`src/rtl/hex_display_pkg.sv`:
```
// rtl/hex_display_pkg.sv - shared constants, font table and sizing helper for the hex display scanner
package hex_display_pkg;

    typedef logic [6:0] seg_t;

    // Segment pattern of a dark digit before polarity is applied.
    localparam seg_t SEG_BLANK_HI = 7'h00;

    localparam int MAX_DIGITS = 8;

    // Active-high hex glyphs, bit0 = a .. bit6 = g.
    localparam seg_t FONT_HI [16] = '{
        7'h3F, 7'h06, 7'h5B, 7'h4F, 7'h66, 7'h6D, 7'h7D, 7'h07,
        7'h7F, 7'h6F, 7'h77, 7'h7C, 7'h39, 7'h5E, 7'h79, 7'h71
    };

    // Counter width that never collapses to zero bits.
    function automatic int clog2_min1(input int n);
        return (n <= 1) ? 1 : $clog2(n);
    endfunction

endpackage

```
`src/rtl/hex_seg_font.sv`:
```
// rtl/hex_seg_font.sv - combinational nibble to active-high seven-segment glyph
// Ports: nibble (4-bit hex digit in), seg_hi (7-bit active-high segments out, bit0=a).
module hex_seg_font
    import hex_display_pkg::*;
(
    input  logic [3:0] nibble,
    output logic [6:0] seg_hi
);

    assign seg_hi = FONT_HI[nibble];

endmodule

```
`src/rtl/hex_display_scanner.sv`:
```
// rtl/hex_display_scanner.sv - time-multiplexed N-digit hex display driver with frame-aligned double buffer
// Ports: clk, resetn (async active-low), load/value/blank_mask (shadow capture), lz_suppress (live),
//        seg (shared segments), dig_en (one-hot digit enable), frame_done (pulse per frame), pending (shadow full).
module hex_display_scanner
    import hex_display_pkg::*;
#(
    parameter int NUM_DIGITS  = 4,
    parameter int REFRESH_DIV = 50000,
    parameter int SEG_ACT_LOW = 1,
    parameter int DIG_ACT_LOW = 1
) (
    input  logic                    clk,
    input  logic                    resetn,
    input  logic                    load,
    input  logic [4*NUM_DIGITS-1:0] value,
    input  logic [NUM_DIGITS-1:0]   blank_mask,
    input  logic                    lz_suppress,
    output logic [6:0]              seg,
    output logic [NUM_DIGITS-1:0]   dig_en,
    output logic                    frame_done,
    output logic                    pending
);

    localparam int CNT_W = $clog2(REFRESH_DIV);
    localparam int IDX_W = clog2_min1(NUM_DIGITS);

    localparam logic [6:0]            SEG_OFF = (SEG_ACT_LOW != 0) ? ~SEG_BLANK_HI : SEG_BLANK_HI;
    localparam logic [NUM_DIGITS-1:0] DIG_OFF = (DIG_ACT_LOW != 0) ? '1 : '0;

    logic [CNT_W-1:0]        cnt;
    logic [IDX_W-1:0]        idx;
    logic [IDX_W-1:0]        idx_next;
    logic                    tick;
    logic                    wrap;

    logic [4*NUM_DIGITS-1:0] active_value;
    logic [4*NUM_DIGITS-1:0] shadow_value;
    logic [NUM_DIGITS-1:0]   active_blank;
    logic [NUM_DIGITS-1:0]   shadow_blank;

    logic [NUM_DIGITS:0]     upper_zero;
    logic [3:0]              cur_nib;
    logic                    cur_blank;
    logic                    cur_lz;
    logic [6:0]              font_seg;
    logic [6:0]              slot_seg_hi;
    logic [6:0]              slot_seg;
    logic [NUM_DIGITS-1:0]   slot_dig_hi;
    logic [NUM_DIGITS-1:0]   slot_dig;

    assign tick     = (cnt == CNT_W'(REFRESH_DIV - 1));
    assign idx_next = (idx == IDX_W'(NUM_DIGITS - 1)) ? '0 : idx + IDX_W'(1);
    // The tick that opens the last digit's slot closes the frame; the next slot reads the new buffer.
    assign wrap     = tick && (idx == IDX_W'(NUM_DIGITS - 1));

    // upper_zero[d] is set when nibbles d..NUM_DIGITS-1 of the shown value are all zero.
    always_comb begin
        upper_zero             = '0;
        upper_zero[NUM_DIGITS] = 1'b1;
        for (int d = NUM_DIGITS - 1; d >= 0; d--) begin
            upper_zero[d] = upper_zero[d+1] && (active_value[4*d +: 4] == 4'h0);
        end
    end

    always_comb begin
        cur_nib     = '0;
        cur_blank   = 1'b0;
        cur_lz      = 1'b0;
        slot_dig_hi = '0;
        for (int d = 0; d < NUM_DIGITS; d++) begin
            if (idx == IDX_W'(d)) begin
                cur_nib        = active_value[4*d +: 4];
                cur_blank      = active_blank[d];
                cur_lz         = (d != 0) && upper_zero[d];
                slot_dig_hi[d] = 1'b1;
            end
        end
    end

    hex_seg_font u_font (
        .nibble (cur_nib),
        .seg_hi (font_seg)
    );

    always_comb begin
        slot_seg_hi = (cur_blank || (lz_suppress && cur_lz)) ? SEG_BLANK_HI : font_seg;
        slot_seg    = (SEG_ACT_LOW != 0) ? ~slot_seg_hi : slot_seg_hi;
        slot_dig    = (DIG_ACT_LOW != 0) ? ~slot_dig_hi : slot_dig_hi;
    end

    always_ff @(posedge clk or negedge resetn) begin
        if (!resetn) begin
            cnt          <= '0;
            idx          <= '0;
            active_value <= '0;
            shadow_value <= '0;
            active_blank <= '0;
            shadow_blank <= '0;
            pending      <= 1'b0;
            frame_done   <= 1'b0;
            seg          <= SEG_OFF;
            dig_en       <= DIG_OFF;
        end else begin
            cnt        <= tick ? '0 : cnt + CNT_W'(1);
            frame_done <= wrap;

            if (tick) begin
                idx    <= idx_next;
                seg    <= slot_seg;
                dig_en <= slot_dig;
            end

            if (wrap) begin
                // A load landing on the wrap cycle bypasses the shadow entirely.
                if (pending || load) begin
                    active_value <= load ? value      : shadow_value;
                    active_blank <= load ? blank_mask : shadow_blank;
                end
                pending <= 1'b0;
            end else if (load) begin
                shadow_value <= value;
                shadow_blank <= blank_mask;
                pending      <= 1'b1;
            end
        end
    end

endmodule

```
`config.mk`:
```
export PLATFORM = sky130hd
export DESIGN_NAME = hex_display_scanner
export DESIGN_NICKNAME = d
export VERILOG_FILES = /design/src/rtl/hex_display_pkg.sv /design/src/rtl/hex_seg_font.sv /design/src/rtl/hex_display_scanner.sv
export SDC_FILE = /design/constraint.sdc
export NUM_CORES = 1
export LEC_CHECK = 0
export ABC_AREA = 1
export BUFFER_PORTS_ARGS = -buffer_cell sky130_fd_sc_hd__buf_2
export CAP_MARGIN = 10
export CORE_MARGIN = 1
export CORE_UTILIZATION = 30
export DETAILED_ROUTE_END_ITERATION = 8
export SYNTH_ARGS = -nofsm -noshare
export SYNTH_HDL_FRONTEND = slang
export SYNTH_HIERARCHICAL = 1
export SYNTH_SLANG_ARGS = --single-unit
export TNS_END_PERCENT = 1
```
`constraint.sdc`:
```
create_clock -name clk -period 2.2 [get_ports clk]
set_input_delay 0.22 -clock clk [delete_from_list [all_inputs] [get_ports clk]]
set_output_delay 0.22 -clock clk [all_outputs]
set_load 0.03 [all_outputs]
```
==> key figures <==
Run status
  • Status: finished, final reports clean

Cells and area
  • Register Area: 1792 um2
  • Layout cells sized above 1: 26.59%
  • FILL cells: 1260
  • Layout Nets: 580
  • Area grow syn2layout: 23.42%
  • Area of the multi-input gates: 1785 um2
  • Antenna fix cells: 0
  • Fin cells: 717

Global routing
  • Pin count of the biggest net entering global routing: 36
  • Initial antenna violation count: 0
  • Vias in the first global route: 3096
  • First-pass GRT wire length: 13920 um
  • Total track usage: 13.52%
  • GR Overflow Total: 0

Place
  • Port-buffer cells: 36
  • Dpl cells: 696
  • GP Congestion: 0.8540
  • DPL Wire Length: 5754 um
  • Pre-CTS setup slack: -0.06246 ns

CTS
  • Worst skew pair latency: 0.34 ns
  • Root Driver: clkbuf_16
  • CTS Buf Count: 9
  • Clock-pin slew on the worst setup and hold paths: 0.06 ns
  • CTS max path bufs: 2
  • H-Tree Depth: 3
  • CTS tree: yes
  • Sink Count: 71

Logic synthesis
  • Share of the synthesized area in the top cell type: 39.04%
  • Syn Inst Count: 492
  • Post-Syn Area: 3846 um2
  • Distinct cell type count after synthesis: 32
  • Cell taking the most area after synthesis: dfrtp_1
  • Ys async rst share: 100.0%
  • Yosys reg bits: 71
  • Most common cell in the synthesized netlist: nand2_1
  • Syn nets: 528
  • Seq/Total Area, Yosys: 46.55%
  • Post-synth top flop: dfrtp_1
  • Largest cells by area after synthesis: dfrtp_1, nand2_1, dfstp_2
  • Post-synth top cells: nand2_1, inv_1, dfrtp_1, o21ai_0, nand3_1
  • Ys Warns: 6
  • Post-synth EDFFs: 0
  • Syn Area/Cell: 7.817 um2

Run
  • # Max-Cap Violations: 0

Setup path
  • Crit path max fanout: 5
  • CP peak stage delay: 0.41 ns
  • Worst Path Buf+Inv: 4
  • Crit. Startpoint: idx[1]
  • Critical path, cell by cell: buf_4 -> ha_4 -> a21oi_2 -> nand2_1 -> o211ai_1 -> o21ai_2 -> buf_4 -> ha_2 -> o21ai_2 -> nand2_1 -> nand2_1 -> inv_1 -> nor2_1 -> nand3_1 -> nand2_1 -> inv_1
  • Worst path most repeated cell: nand2_1
  • Reg2reg start: idx[1]
  • CP max stage cell: dfrtp_1
  • Critical Path RT: 2.47 ns
  • CP endpoint kind: register
  • Delay-heaviest family, CP: simple AND/OR/NAND/NOR gates
  • Setup crit start kind: register
  • Worst EP arrival: 2.37 ns
  • WS Path Type: register to register

Floorplanning
  • Die span in x: 115.2 um
  • IO Count: 37
  • Starting Density: 31.37%
  • Placeable Area: 12260 um2
  • # rows: 40
  • Die H: 115.2 um
  • Die area: 13280 um2

Routing
  • WL/cell: 11.30 um
  • Final wirelength: 8103 um
  • Antenna Nets Post-Route: 0
  • Max Used Layer: met4
  • Met2 wire length: 3853 um
  • DRC: 0
  • Routed vias: 3157
  • Vias/cell: 4.403
  • Drt pass-1 iters: 4
  • Met3 Routed Length: 281 um
  • Post-Route M1 WL: 3765 um
  • Drt initial violations: 128

Timing
  • Tmin final: 2.098 ns
  • F_max: 0.4767 GHz
  • Final setup fails: 0
  • Final worst slack: 0.1021 ns
  • Worst-Margin Slew: 0.5543 ns
  • Unrepaired setup endpoints after global routing: yes
  • Period utilization: 95.36%
  • Worst slew margin: 63.05%
  • Worst Clk Skew: 0.005046 ns
  • Fin. max-slew vios: 0
  • Hold Vio Cnt, Final: 0
  • Hold_ws: 0.2625 ns

Power
  • Pwr Total: 2.990 mW
  • Pleak: 2.430 nW
  • Power per cell area: 629.9 nW/um2
  • Worst vdd ir: 475.2 uV

Worst hold path
  • Hold path startpoint: value[6]
  • HP Class: primary input to register
layout by cell type (no fill, tap or decap), types with 2 or more instances in the layout:
cell / synthesis / final
inv_2: 3 / 8
buf_6: 8 / 4
dfrtp_1: 60 / 59
o21ai_0: 39 / 34
inv_4: 0 / 3
mux2_2: 6 / 6
clkbuf_8: 0 / 2
nand2_1: 143 / 138
ha_2: 0 / 2
ha_1: 12 / 5
nand2_2: 5 / 8
nor2_2: 1 / 3
buf_4: 1 / 17
o21ai_2: 5 / 9
a21oi_1: 11 / 7
nand4_1: 5 / 5
nand2_4: 0 / 2
nor3_1: 4 / 4
xor2_1: 4 / 4
a21oi_2: 0 / 4
or2_1: 2 / 2
buf_2: 6 / 36
clkinv_2: 1 / 3
or2_2: 7 / 7
clkbuf_16: 0 / 9
nor2_1: 34 / 32
ha_4: 0 / 5
o211ai_1: 3 / 3
o21ai_1: 11 / 12
inv_1: 64 / 57
nand3_1: 38 / 37
dfstp_2: 11 / 11
where the power goes:
part / switching (mW) / internal [mW]
logic: 0.0893 / 0.0578
clock network: 0.554 / 0.936
registers: 0.0113 / 1.34
layer usage:
layer	GRT usage (%)	vias to the layer above
li1	-	1648
met4	6.580	0
met1	16.12	1436
met2	22.97	59
met5	0	-
met3	3.163	14
worst reg2reg max path, stage by stage, from the launching register on:
cell      delay (ns)
dfrtp_1         0.41
buf_4           0.17
ha_4            0.18
a21oi_2         0.10
nand2_1         0.06
o211ai_1        0.09
o21ai_2         0.10
buf_4           0.16
ha_2            0.22
o21ai_2         0.12
nand2_1         0.07
nand2_1         0.05
inv_1           0.03
nor2_1          0.08
nand3_1         0.08
nand2_1         0.08
inv_1           0.04
state kept, by name, indices dropped and copies added, names as in the netlist:
register      cells
active_value     16
shadow_value     16
seg               7
idx               2
active_blank      4
dig_en            4
pending           1
cnt              16
shadow_blank      4
frame_done        1
final timing paths:
check | to | slack, ns | depth (start not counted)
max in group asynchronous | seg[5] | 1.11 | 3
min in group asynchronous | shadow_blank[2] | 0.41 | 2
worst min register to register | cnt[0] | 0.46 | 1
worst max register to register | seg[3] | 0.10 | 16
worst min-delay path | shadow_value[6] | 0.26 | 5
worst max-delay path | seg[3] | 0.10 | 16
metrics by stage:
stage / util, % / setup TNS (ns) / area (um2)
after floorplan: - / 0 / 3850
after global placement: 34.64 / 0 / 4248
after detailed placement: 34.64 / -0.1119 / 4248
after CTS: 37.46 / 0 / 4593
after global routing: 38.71 / -0.3113 / 4747
final: 38.71 / 0 / 4747
cell type report:
| type | instances | area share [%] |
|---|---|---|
| flip-flops and latches | 71 | 37.74 |
| clock buffers | 11 | 5.324 |
| multi-input cells | 334 | 37.61 |
| clock inverters | 5 | 1.186 |
| well taps | 168 | 4.428 |
| inverters | 69 | 5.640 |
| repair buffers | 59 | 8.065 |
cells by family after synthesis:
family / share of synthesized area (%)
simple gates: 26.61
flops: 46.55
buf+inv: 10.41
compound gates: 9.857
fa+ha+maj: 3.904
mux: 1.757
xor+xnor: 0.9108
what timing repair did:
action | CTS | global route
gates resized for setup | 8 | 39
pin swaps | 0 | 14
hold endpoints to repair | 19 | 0
setup buffers | 1 | 3
hold buffers | 1 | 0
endpoints found under the setup margin | 6 | 8
Note: power is estimated with default switching activity, not from simulation.
